[src/rtl/fx_pkg.sv]
//------------------------------------------------------------------------------
// fx_pkg
// Shared fx bus field widths, slave register offsets and status bit indices.
// Revision: 1.0 - initial release
//------------------------------------------------------------------------------
`default_nettype none

package fx_pkg;

  // fx address = {device[5:0], register[15:0]}
  localparam int FX_ADDR_W = 22;
  localparam int FX_DEV_W  = 6;
  localparam int FX_REG_W  = 16;
  localparam int FX_DATA_W = 8;

  // Number of configuration bytes exposed on cfg_regs
  localparam int FX_NUM_CFG = 16;

  // Register offsets
  localparam logic [FX_REG_W-1:0] REG_CFG0  = 16'h0000;
  localparam logic [FX_REG_W-1:0] REG_ID    = 16'h0010;
  localparam logic [FX_REG_W-1:0] REG_VER   = 16'h0011;
  localparam logic [FX_REG_W-1:0] REG_STAT  = 16'h0012;
  localparam logic [FX_REG_W-1:0] REG_LVL   = 16'h0013;
  localparam logic [FX_REG_W-1:0] REG_FIFO  = 16'h0014;
  localparam logic [FX_REG_W-1:0] REG_PULSE = 16'h0015;

  // Status register bit positions
  localparam int STAT_EMPTY = 0;
  localparam int STAT_FULL  = 1;
  localparam int STAT_OVF   = 2;

endpackage : fx_pkg

`default_nettype wire

[src/rtl/fx_slave_fifo.sv]
//------------------------------------------------------------------------------
// fx_slave_fifo
// Single-clock local-to-host byte FIFO with sticky overflow flag.
// Push while full is dropped unless a pop is accepted in the same cycle.
// Revision: 1.0 - initial release
//------------------------------------------------------------------------------
`default_nettype none

module fx_slave_fifo #(
  parameter int DEPTH = 16,
  parameter int DW    = 8,
  localparam int AW   = $clog2(DEPTH)
) (
  input  logic          clk_i,
  input  logic          rst_i,
  input  logic          push_i,
  input  logic [DW-1:0] data_i,
  input  logic          pop_i,
  input  logic          ovf_clr_i,
  output logic [DW-1:0] rdata_o,
  output logic          full_o,
  output logic          empty_o,
  output logic [AW:0]   level_o,
  output logic          ovf_o
);

  logic [DW-1:0] mem_q [DEPTH];
  logic [AW-1:0] wptr_q, wptr_d;
  logic [AW-1:0] rptr_q, rptr_d;
  logic [AW:0]   level_q, level_d;
  logic          ovf_q, ovf_d;
  logic          w_full, w_empty, w_push_ok, w_pop_ok;

  assign w_empty   = (level_q == '0);
  assign w_full    = (level_q == (AW+1)'(DEPTH));
  assign w_pop_ok  = pop_i && !w_empty;
  // A pop frees the slot the simultaneous push needs, so a full FIFO accepts both
  assign w_push_ok = push_i && (!w_full || w_pop_ok);

  // Next-state for pointers, level and the sticky overflow flag (set beats clear)
  always_comb begin
    wptr_d  = w_push_ok ? wptr_q + 1'b1 : wptr_q;
    rptr_d  = w_pop_ok  ? rptr_q + 1'b1 : rptr_q;
    level_d = level_q;
    if (w_push_ok && !w_pop_ok) level_d = level_q + 1'b1;
    if (!w_push_ok && w_pop_ok) level_d = level_q - 1'b1;
    ovf_d   = (ovf_q && !ovf_clr_i) || (push_i && !w_push_ok);
  end

  // Control state registers
  always_ff @(posedge clk_i or posedge rst_i) begin
    if (rst_i) begin
      wptr_q  <= '0;
      rptr_q  <= '0;
      level_q <= '0;
      ovf_q   <= 1'b0;
    end else begin
      wptr_q  <= wptr_d;
      rptr_q  <= rptr_d;
      level_q <= level_d;
      ovf_q   <= ovf_d;
    end
  end

  // Storage needs no reset; contents are only visible through the pointers
  always_ff @(posedge clk_i) begin
    if (w_push_ok) mem_q[wptr_q] <= data_i;
  end

  assign rdata_o = w_empty ? '0 : mem_q[rptr_q];
  assign full_o  = w_full;
  assign empty_o = w_empty;
  assign level_o = level_q;
  assign ovf_o   = ovf_q;

endmodule : fx_slave_fifo

`default_nettype wire

[src/rtl/fx_slave_regs.sv]
//------------------------------------------------------------------------------
// fx_slave_regs
// fx bus responder: config bank, ID/version, status, command pulses and an
// optional local-to-host FIFO, enabled by defining FX_SLAVE_FIFO_EN.
// Revision: 1.0 - initial release
//------------------------------------------------------------------------------
`default_nettype none

module fx_slave_regs
  import fx_pkg::*;
#(
  parameter logic [FX_DEV_W-1:0]  DEV_ID     = 6'h01,
  parameter logic [FX_DATA_W-1:0] VERSION    = 8'h10,
  parameter int                   FIFO_DEPTH = 16
) (
  input  logic                           clk_sys_i,
  input  logic                           rst_i,
  input  logic                           fx_wr_i,
  input  logic [FX_ADDR_W-1:0]           fx_waddr_i,
  input  logic [FX_DATA_W-1:0]           fx_data_i,
  input  logic                           fx_rd_i,
  input  logic [FX_ADDR_W-1:0]           fx_raddr_i,
  output logic [FX_DATA_W-1:0]           fx_q_o,
  output logic [FX_NUM_CFG*FX_DATA_W-1:0] cfg_regs_o,
  output logic [FX_DATA_W-1:0]           cmd_pulse_o,
  input  logic [FX_DATA_W-1:0]           in_data_i,
  input  logic                           in_vld_i,
  output logic                           irq_o
);

  logic [FX_NUM_CFG-1:0][FX_DATA_W-1:0] cfg_q, cfg_d;
  logic [FX_DATA_W-1:0] fx_q_q, fx_q_d;
  logic [FX_DATA_W-1:0] cmd_q, cmd_d;
  logic [FX_DATA_W-1:0] w_rd_data;
  logic [FX_DATA_W-1:0] w_stat_byte, w_lvl_byte, w_fifo_byte;
  logic [FX_REG_W-1:0]  w_wreg, w_rreg;
  logic                 w_wr_hit, w_rd_hit;

  assign w_wreg   = fx_waddr_i[FX_REG_W-1:0];
  assign w_rreg   = fx_raddr_i[FX_REG_W-1:0];
  assign w_wr_hit = fx_wr_i && (fx_waddr_i[FX_ADDR_W-1:FX_REG_W] == DEV_ID);
  assign w_rd_hit = fx_rd_i && (fx_raddr_i[FX_ADDR_W-1:FX_REG_W] == DEV_ID);

`ifdef FX_SLAVE_FIFO_EN
  localparam int LVL_W = $clog2(FIFO_DEPTH) + 1;

  logic [FX_DATA_W-1:0] w_fifo_rdata;
  logic [LVL_W-1:0]     w_level;
  logic [15:0]          w_level_ext;
  logic                 w_full, w_empty, w_ovf;

  fx_slave_fifo #(
    .DEPTH (FIFO_DEPTH),
    .DW    (FX_DATA_W)
  ) u_fifo (
    .clk_i     (clk_sys_i),
    .rst_i     (rst_i),
    .push_i    (in_vld_i),
    .data_i    (in_data_i),
    .pop_i     (w_rd_hit && (w_rreg == REG_FIFO)),
    .ovf_clr_i (w_wr_hit && (w_wreg == REG_STAT) && fx_data_i[STAT_OVF]),
    .rdata_o   (w_fifo_rdata),
    .full_o    (w_full),
    .empty_o   (w_empty),
    .level_o   (w_level),
    .ovf_o     (w_ovf)
  );

  // Level register saturates so a 256-deep FIFO still fits in one byte
  assign w_level_ext = 16'(w_level);
  assign w_lvl_byte  = (w_level_ext > 16'd255) ? 8'hFF : w_level_ext[7:0];
  assign w_fifo_byte = w_fifo_rdata;
  assign w_stat_byte = {5'b00000, w_ovf, w_full, w_empty};
  assign irq_o       = !w_empty || w_ovf;
`else
  logic w_unused_fifo;

  assign w_unused_fifo = ^{in_data_i, in_vld_i, FIFO_DEPTH[0]};
  assign w_lvl_byte    = '0;
  assign w_fifo_byte   = '0;
  assign w_stat_byte   = '0;
  assign irq_o         = 1'b0;
`endif

  // Read mux; config bytes occupy offsets 0x0000-0x000F
  always_comb begin
    w_rd_data = '0;
    if (w_rreg[FX_REG_W-1:4] == REG_CFG0[FX_REG_W-1:4]) begin
      w_rd_data = cfg_q[w_rreg[3:0]];
    end else begin
      case (w_rreg)
        REG_ID:   w_rd_data = {{(FX_DATA_W-FX_DEV_W){1'b0}}, DEV_ID};
        REG_VER:  w_rd_data = VERSION;
        REG_STAT: w_rd_data = w_stat_byte;
        REG_LVL:  w_rd_data = w_lvl_byte;
        REG_FIFO: w_rd_data = w_fifo_byte;
        default:  w_rd_data = '0;
      endcase
    end
  end

  // Next-state for config bank, command pulse and read-data register
  always_comb begin
    cfg_d  = cfg_q;
    cmd_d  = '0;
    fx_q_d = w_rd_hit ? w_rd_data : '0;
    if (w_wr_hit && (w_wreg[FX_REG_W-1:4] == REG_CFG0[FX_REG_W-1:4])) begin
      cfg_d[w_wreg[3:0]] = fx_data_i;
    end
    if (w_wr_hit && (w_wreg == REG_PULSE)) begin
      cmd_d = fx_data_i;
    end
  end

  // Register bank state
  always_ff @(posedge clk_sys_i or posedge rst_i) begin
    if (rst_i) begin
      cfg_q  <= '0;
      cmd_q  <= '0;
      fx_q_q <= '0;
    end else begin
      cfg_q  <= cfg_d;
      cmd_q  <= cmd_d;
      fx_q_q <= fx_q_d;
    end
  end

  assign cfg_regs_o  = cfg_q;
  assign cmd_pulse_o = cmd_q;
  assign fx_q_o      = fx_q_q;

endmodule : fx_slave_regs

`default_nettype wire

[config.mk]
export PLATFORM = sky130hd
export DESIGN_NAME = fx_slave_regs
export DESIGN_NICKNAME = d
export VERILOG_FILES = /design/src/rtl/fx_pkg.sv /design/src/rtl/fx_slave_fifo.sv /design/src/rtl/fx_slave_regs.sv
export SDC_FILE = /design/constraint.sdc
export NUM_CORES = 1
export LEC_CHECK = 0
export ABC_AREA = 1
export CORE_AREA = 2 2 123 154
export CTS_CLUSTER_SIZE = 8
export DETAILED_ROUTE_END_ITERATION = 6
export DIE_AREA = 0 0 125 156
export DONT_BUFFER_PORTS = 1
export GPL_ROUTABILITY_DRIVEN = 0
export SLEW_MARGIN = 20
export SYNTH_ARGS = -nofsm -noshare
export SYNTH_HDL_FRONTEND = slang
export SYNTH_SLANG_ARGS = --single-unit
[constraint.sdc]
create_clock -name clk_sys_i -period 5.9 [get_ports clk_sys_i]
set_input_delay 1.18 -clock clk_sys_i [delete_from_list [all_inputs] [get_ports clk_sys_i]]
set_output_delay 1.18 -clock clk_sys_i [all_outputs]
set_load 0.005 [all_outputs]
==> flow_metrics.env, run 1 <==
export IMPL_status="completed"
export IMPL_number_of_buffer_cells_added_on_primary_ports=0
export IMPL_slew_viol_final=0
export IMPL_report_final_hold_viol_count=0
export IMPL_dominant_combinational_cell_family_by_area_after_synthesis="simple AND/OR/NAND/NOR gates"
export IMPL_placedInstanceArea_mm2=0.00707
export IMPL_ioPinCount=210
export IMPL_worstPathCellList="nor2_1 > nand2_1 > inv_1 > nand4_2 > nand2_1 > o21ai_0"
export IMPL_rsz0062_at_grt="false"
export IMPL_warnings_from_yosys=0
export IMPL_chipWidth_um=125
export IMPL_final_net_count=903
export IMPL_fp_dieArea_mm2=0.0195
export IMPL_worst_setup_path_category="input port to flip-flop"
export IMPL_crit_arrival_ns=2.88
export IMPL_clock_skew_final_ns=0.00750
export IMPL_layout_worst_path_cycle_share=0.441
export IMPL_crit_path_max_incr_delay_ns=0.67
export IMPL_ir_worst_vdd_uv=191
export IMPL_detailedRoute_firstPassIterationCount=5
export IMPL_register_area_mm2=0.00360
export IMPL_final_setup_tns_ns=0
export IMPL_total_core_area_mm2=0.0180
export IMPL_synthesis_area_mm2=0.00710
export IMPL_post_cts_resize_count=0
export IMPL_netlist_instances=865
export IMPL_clock_tree_from_tritoncts="built"
export IMPL_synth_compound_gate_area_share=0.118
export IMPL_cts_setup_buffers=0
export IMPL_share_clk_of_total_power=0.512
export IMPL_fin_cells=1079
export IMPL_layout_min_cycle_time_ns=2.60
export IMPL_leakage_nw=3.76
export IMPL_final_setup_viol_count=0
export IMPL_hold_class="flip-flop to flip-flop"
export IMPL_syn_avg_cell_area_um2=8.21
export IMPL_detail_route_iter0_violations=499
export IMPL_crit_family="simple AND/OR/NAND/NOR gates"
export IMPL_grt_start_max_net_pins=102
export IMPL_cts_sink_count=144
export IMPL_critical_path_max_fanout=16
export IMPL_comb_power_frac=0.050
export IMPL_die_height_um=156
export IMPL_required_ns=6.18
export IMPL_detail_route_wirelength_um=22700
export IMPL_critical_path_buffer_and_inverter_count=1
export IMPL_synth_xor_xnor_area_share=0
export IMPL_synth_yosys_seq_area_share=0.507
export IMPL_drive_gt1_frac=0.0893
export IMPL_finish_instance_area_mm2=0.00769
export IMPL_maxCapViolations=0
export IMPL_critPathLaunchType="input port"
export IMPL_dp_cells=1047
export IMPL_worstSkewPairLatency_ns=0.43
export IMPL_global_route_usage_total=0.235
export IMPL_cts_hold_buf=0
export IMPL_worstSetupEndpointType="flip-flop"
export IMPL_cts_inserted_buffers=17
export IMPL_number_of_routed_nets_with_antenna_violations=0
export IMPL_power_switching_mw=0.550
export IMPL_post_synthesis_mux_area_share=0
export IMPL_clock_root_buffer="clkbuf_16"
export IMPL_routed_via_density=5.30
export IMPL_global_route_overflow_total=0
export IMPL_cts_htree_levels=4
export IMPL_post_synth_top_area_cell="dfrtp_1"
export IMPL_p_sw_frac=0.244
export IMPL_synth_adder_area_share=0
export IMPL_critical_path_most_common_cell="nand2_1"
export IMPL_synthesis_nets=930
export IMPL_grt_first_pass_wirelength_um=34200
export IMPL_cts_clk_slew_worst_paths_ns=0.06
export IMPL_drt_wirelength_per_cell_um=21.0
export IMPL_n_fill_cell=1822
export IMPL_number_of_antenna_violations_at_the_first_check_in_global_routing=0
export IMPL_power_sequential_fraction=0.438
export IMPL_yosysTopAreaCellShare=0.507
export IMPL_max_slew_worst_pin_slew_ns=0.964
export IMPL_p_int_mw=1.71
export IMPL_critical_path_slowest_cell="inv_1"
export IMPL_rows=55
export IMPL_detailed_place_hpwl_um=15200
export IMPL_route_detailed_drc=0
export IMPL_initial_utilization=0.394
export IMPL_dr_total_vias=5715
export IMPL_ant_cells=0
export IMPL_synth_cell_types=29
export IMPL_cellPowerDensity_mw_per_mm2=293
export IMPL_synthSimpleGateAreaFrac=0.291
export IMPL_clock_path_buffers=2
export IMPL_multiInputGateArea_mm2=0.00291
export IMPL_syn2layout_area_growth_pct=8.33
export IMPL_vias_in_the_first_global_route=5305
export IMPL_max_freq_mhz=384
export IMPL_synth_area_top_cells="dfrtp_1, nand2_1, o21ai_1"
export IMPL_max_slew_margin_rel=0.356
export IMPL_synth_seq_cells=144
power groups by stage:
| stage | clock network [mW] | registers (mW) | logic [mW] |
|---|---|---|---|
| after detailed placement | 0 | 1.01 | 0.116 |
| after global routing | 1.21 | 0.987 | 0.129 |
| after floorplan | 0 | 1.01 | 0.0874 |
| after CTS | 1.17 | 0.987 | 0.117 |
| final | 1.15 | 0.987 | 0.114 |
| after global placement | 0 | 1.01 | 0.116 |
state kept, by name (all words and copies together) (netlist names):
name         flops
cfg_regs_o     128
fx_q_o           8
cmd_pulse_o      8
final timing paths:
check                          startpoint             end  slack (ns)  cells past startpoint
setup / recovery           fx_waddr_i[15]  cfg_regs_o[90]        3.30                      6
hold / removal             cfg_regs_o[54]  cfg_regs_o[54]        0.54                      2
setup reg to reg           cfg_regs_o[96]       fx_q_o[0]        4.66                      8
hold reg to reg            cfg_regs_o[54]  cfg_regs_o[54]        0.54                      2
max in group asynchronous           rst_i  cfg_regs_o[57]        3.93                      2
min in group asynchronous           rst_i  cfg_regs_o[11]        0.80                      1
worst min-delay path, cell delays in order (launching register included):
cell and delay (ns):
dfrtp_1 0.38, nand2_1 0.06, o21ai_1 0.06
synth_stat cells (all sizes together):
library cell,instances
nand3b,4
nor2,77
dfrtp,144
nand2,298
clkbuf,12
nand4,14
nand3,51
buf,36
nor3,1
inv,67
or2,2
a21oi,14
conb,1
o211ai,2
o21ai,142
cell type report:
class / count / area share
sequential: 144 / 0.468
multi-input combinational: 606 / 0.378
clock buffer: 19 / 0.0589
tap: 228 / 0.0371
inverter: 67 / 0.0333
clock inverter: 13 / 0.0224
timing repair buffer: 2 / 0.00195
per-stage QoR:
step | utilization | power (mW) | hold slack, ns | setup WS (ns)
final | 0.427 | 2.26 | 0.540 | 3.30
after global routing | 0.427 | 2.33 | 0.558 | 3.10
after CTS | 0.427 | 2.27 | 0.546 | 3.31
after detailed placement | 0.392 | 1.12 | 0.532 | 2.86
after global placement | 0.392 | 1.12 | 0.526 | 2.92
after floorplan | - | 1.09 | 0.492 | 0.854
placed cells by master, fill, tap and decap left out, types with 3 or more instances in the layout:
cell type / instances
o21ai_2: 12
bufinv_16: 3
nand3_1: 51
o21ai_1: 105
nand4_4: 10
nand3b_1: 4
o21ai_0: 25
clkbuf_16: 17
dfrtp_1: 144
clkinvlp_4: 3
nand2_4: 5
inv_6: 6
nor2_4: 3
inv_1: 64
nor2_2: 3
nand2_1: 292
a21oi_1: 14
nor2_1: 69
logic make-up after synthesis:
kind of cell | count (synthesis)
compound gates | 158
other cells | 1
simple gates | 447
flops | 144
buf+inv | 115
metal layers:
layer  share of wire  up-vias  global-route usage
met1            0.41     2757               0.292
met5               0        -                   0
met2            0.50      224               0.394
met3           0.081       22              0.0789
li1                -     2712                   -
met4           0.015        0              0.0646
Note: power is estimated with default switching activity, not from simulation.
==> run 2, diff against run 1 <==
- clock period: 5.9 -> 2.67 ns (I/O delays scaled with it)
==> run 2 against run 1 <==
Combinational power is 130% higher; flip-flop and latch count unchanged; clock power increased by 100%; core utilization is the same; sequential power increased by 120%; die area unchanged; cell area unchanged; first-iteration DRC count decreased by 4.8%; largest cell class unchanged.
==> flow_metrics.env, run 2 (same netlist as run 1, synthesis figures left out) <==
export IMPL_crit_path_max_incr_delay_ns=0.40
export IMPL_routed_via_density=5.24
export IMPL_detailedRoute_firstPassIterationCount=5
export IMPL_total_core_area_mm2=0.0180
export IMPL_placedInstanceArea_mm2=0.00713
export IMPL_rsz0062_at_grt="false"
export IMPL_cts_sink_count=144
export IMPL_grt_start_max_net_pins=145
export IMPL_global_route_usage_total=0.232
export IMPL_post_cts_resize_count=0
export IMPL_power_sequential_fraction=0.459
export IMPL_fin_cells=1084
export IMPL_report_final_hold_viol_count=0
export IMPL_cts_inserted_buffers=17
export IMPL_clock_tree_from_tritoncts="built"
export IMPL_final_net_count=908
export IMPL_number_of_buffer_cells_added_on_primary_ports=0
export IMPL_detailed_place_hpwl_um=15300
export IMPL_hold_class="input port to asynchronous set/reset pin"
export IMPL_clock_root_buffer="clkbuf_16"
export IMPL_final_setup_viol_count=0
export IMPL_layout_min_cycle_time_ns=1.69
export IMPL_number_of_antenna_violations_at_the_first_check_in_global_routing=0
export IMPL_cts_setup_buffers=0
export IMPL_slew_viol_final=0
export IMPL_required_ns=2.95
export IMPL_cellPowerDensity_mw_per_mm2=618
export IMPL_chipWidth_um=125
export IMPL_final_setup_tns_ns=0
export IMPL_share_clk_of_total_power=0.487
export IMPL_global_route_overflow_total=0
export IMPL_layout_commonest_cell="nand2_1"
export IMPL_detail_route_wirelength_um=22100
export IMPL_comb_power_frac=0.054
export IMPL_p_int_mw=3.58
export IMPL_die_height_um=156
export IMPL_fp_dieArea_mm2=0.0195
export IMPL_ir_worst_vdd_uv=402
export IMPL_cts_clk_slew_worst_paths_ns=0.06
export IMPL_cts_hold_buf=0
export IMPL_dr_total_vias=5680
export IMPL_syn2layout_area_growth_pct=8.33
export IMPL_critical_path_slowest_cell="nand4_2"
export IMPL_ant_cells=0
export IMPL_cts_htree_levels=4
export IMPL_rows=55
export IMPL_power_switching_mw=1.18
export IMPL_finalCoreUtilization=0.427
export IMPL_drt_wirelength_per_cell_um=20.4
export IMPL_number_of_routed_nets_with_antenna_violations=0
export IMPL_clock_path_buffers=2
export IMPL_dp_cells=1052
export IMPL_leakage_nw=3.76
export IMPL_worst_setup_path_category="input port to flip-flop"
export IMPL_max_slew_worst_pin_slew_ns=0.879
export IMPL_layout_cells_most_common_list="nand2_1, dfrtp_1, o21ai_1"
export IMPL_detail_route_iter0_violations=475
export IMPL_status="completed"
export IMPL_critical_path_max_fanout=16
export IMPL_clock_skew_final_ns=0.00938
export IMPL_ioPinCount=210
export IMPL_timing_hold_ws_ns=0.194
export IMPL_vias_in_the_first_global_route=5590
export IMPL_drive_gt1_frac=0.0923
export IMPL_finish_instance_area_mm2=0.00769
export IMPL_largest_reg_flops=128
export IMPL_r2r_worst_path_cells=6
export IMPL_layout_worst_path_cycle_share=0.634
export IMPL_max_freq_mhz=591
export IMPL_p_sw_frac=0.248
export IMPL_maxCapViolations=0
export IMPL_worstSkewPairLatency_ns=0.42
export IMPL_grt_first_pass_wirelength_um=34000
export IMPL_crit_arrival_ns=1.97
export IMPL_critPathLaunchType="input port"
export IMPL_max_slew_margin_rel=0.413
export IMPL_worstSetupEndpointType="flip-flop"
export IMPL_initial_utilization=0.394
export IMPL_worstPathCellList="nor2_1 > nand3_1 > nor2_4 > buf_4 > nand4_2 > nand2_1 > o21ai_0"
export IMPL_route_detailed_drc=0
==> run 2: cell count changes in the layout (fill, tap and decap cells not counted), sizes merged <==
cell,change
buf,+5
bufinv,-2
clkbuf,+2
clkinv,+4
inv,-4
==> run 2: layer usage <==
metal,up-vias,track usage,wire [um]
met3,19,0.0785,1830
met4,0,0.0693,308
met5,-,0,0
met2,206,0.381,10800
li1,2725,-,-
met1,2730,0.290,9140
==> run 2: critical path: cells and delay by family <==
kind,cells,cell delay (ns)
AND/OR/NAND/NOR,5,1.04
AO/OA/AOI/OAI,1,0.09
buffers and inverters,1,0.30
==> run 2: layout make-up <==
class | instances | area, um2
Fill cell | 1848 | 10300
Sequential cell | 144 | 3600
Multi-Input combinational cell | 606 | 2910
Clock buffer | 21 | 460
Tap cell | 228 | 285
Inverter | 67 | 255
Clock inverter | 11 | 104
Timing Repair Buffer | 7 | 77.6
==> run 2: path summary, 6_finish.rpt <==
check / slack, ns / start / endpoint
max reg2reg: 1.46 / cfg_regs_o[81] / fx_q_o[1]
min: 0.19 / rst_i / cfg_regs_o[11]
max: 0.98 / fx_waddr_i[21] / cfg_regs_o[92]
max in group asynchronous: 1.86 / rst_i / cfg_regs_o[29]
min reg2reg: 0.54 / cfg_regs_o[18] / cfg_regs_o[18]
min in group clk_sys_i: 0.27 / fx_raddr_i[3] / fx_q_o[3]
==> run 2: power groups by stage <==
stage | combinational (mW) | sequential, mW | clock (mW)
after CTS | 0.265 | 2.18 | 2.33
final | 0.257 | 2.18 | 2.32
after global routing | 0.290 | 2.18 | 2.43
after floorplan | 0.194 | 2.22 | 0
after detailed placement | 0.264 | 2.22 | 0
after global placement | 0.263 | 2.22 | 0
==> run 2: metrics by stage <==
step / power [mW] / setup slack [ns]
5_1_grt: 4.90 / 0.824
3_5_place_dp: 2.49 / 0.521
6_report: 4.75 / 0.977
3_3_place_gp: 2.49 / 0.564
4_1_cts: 4.78 / 0.970
2_1_floorplan: 2.42 / 0.331
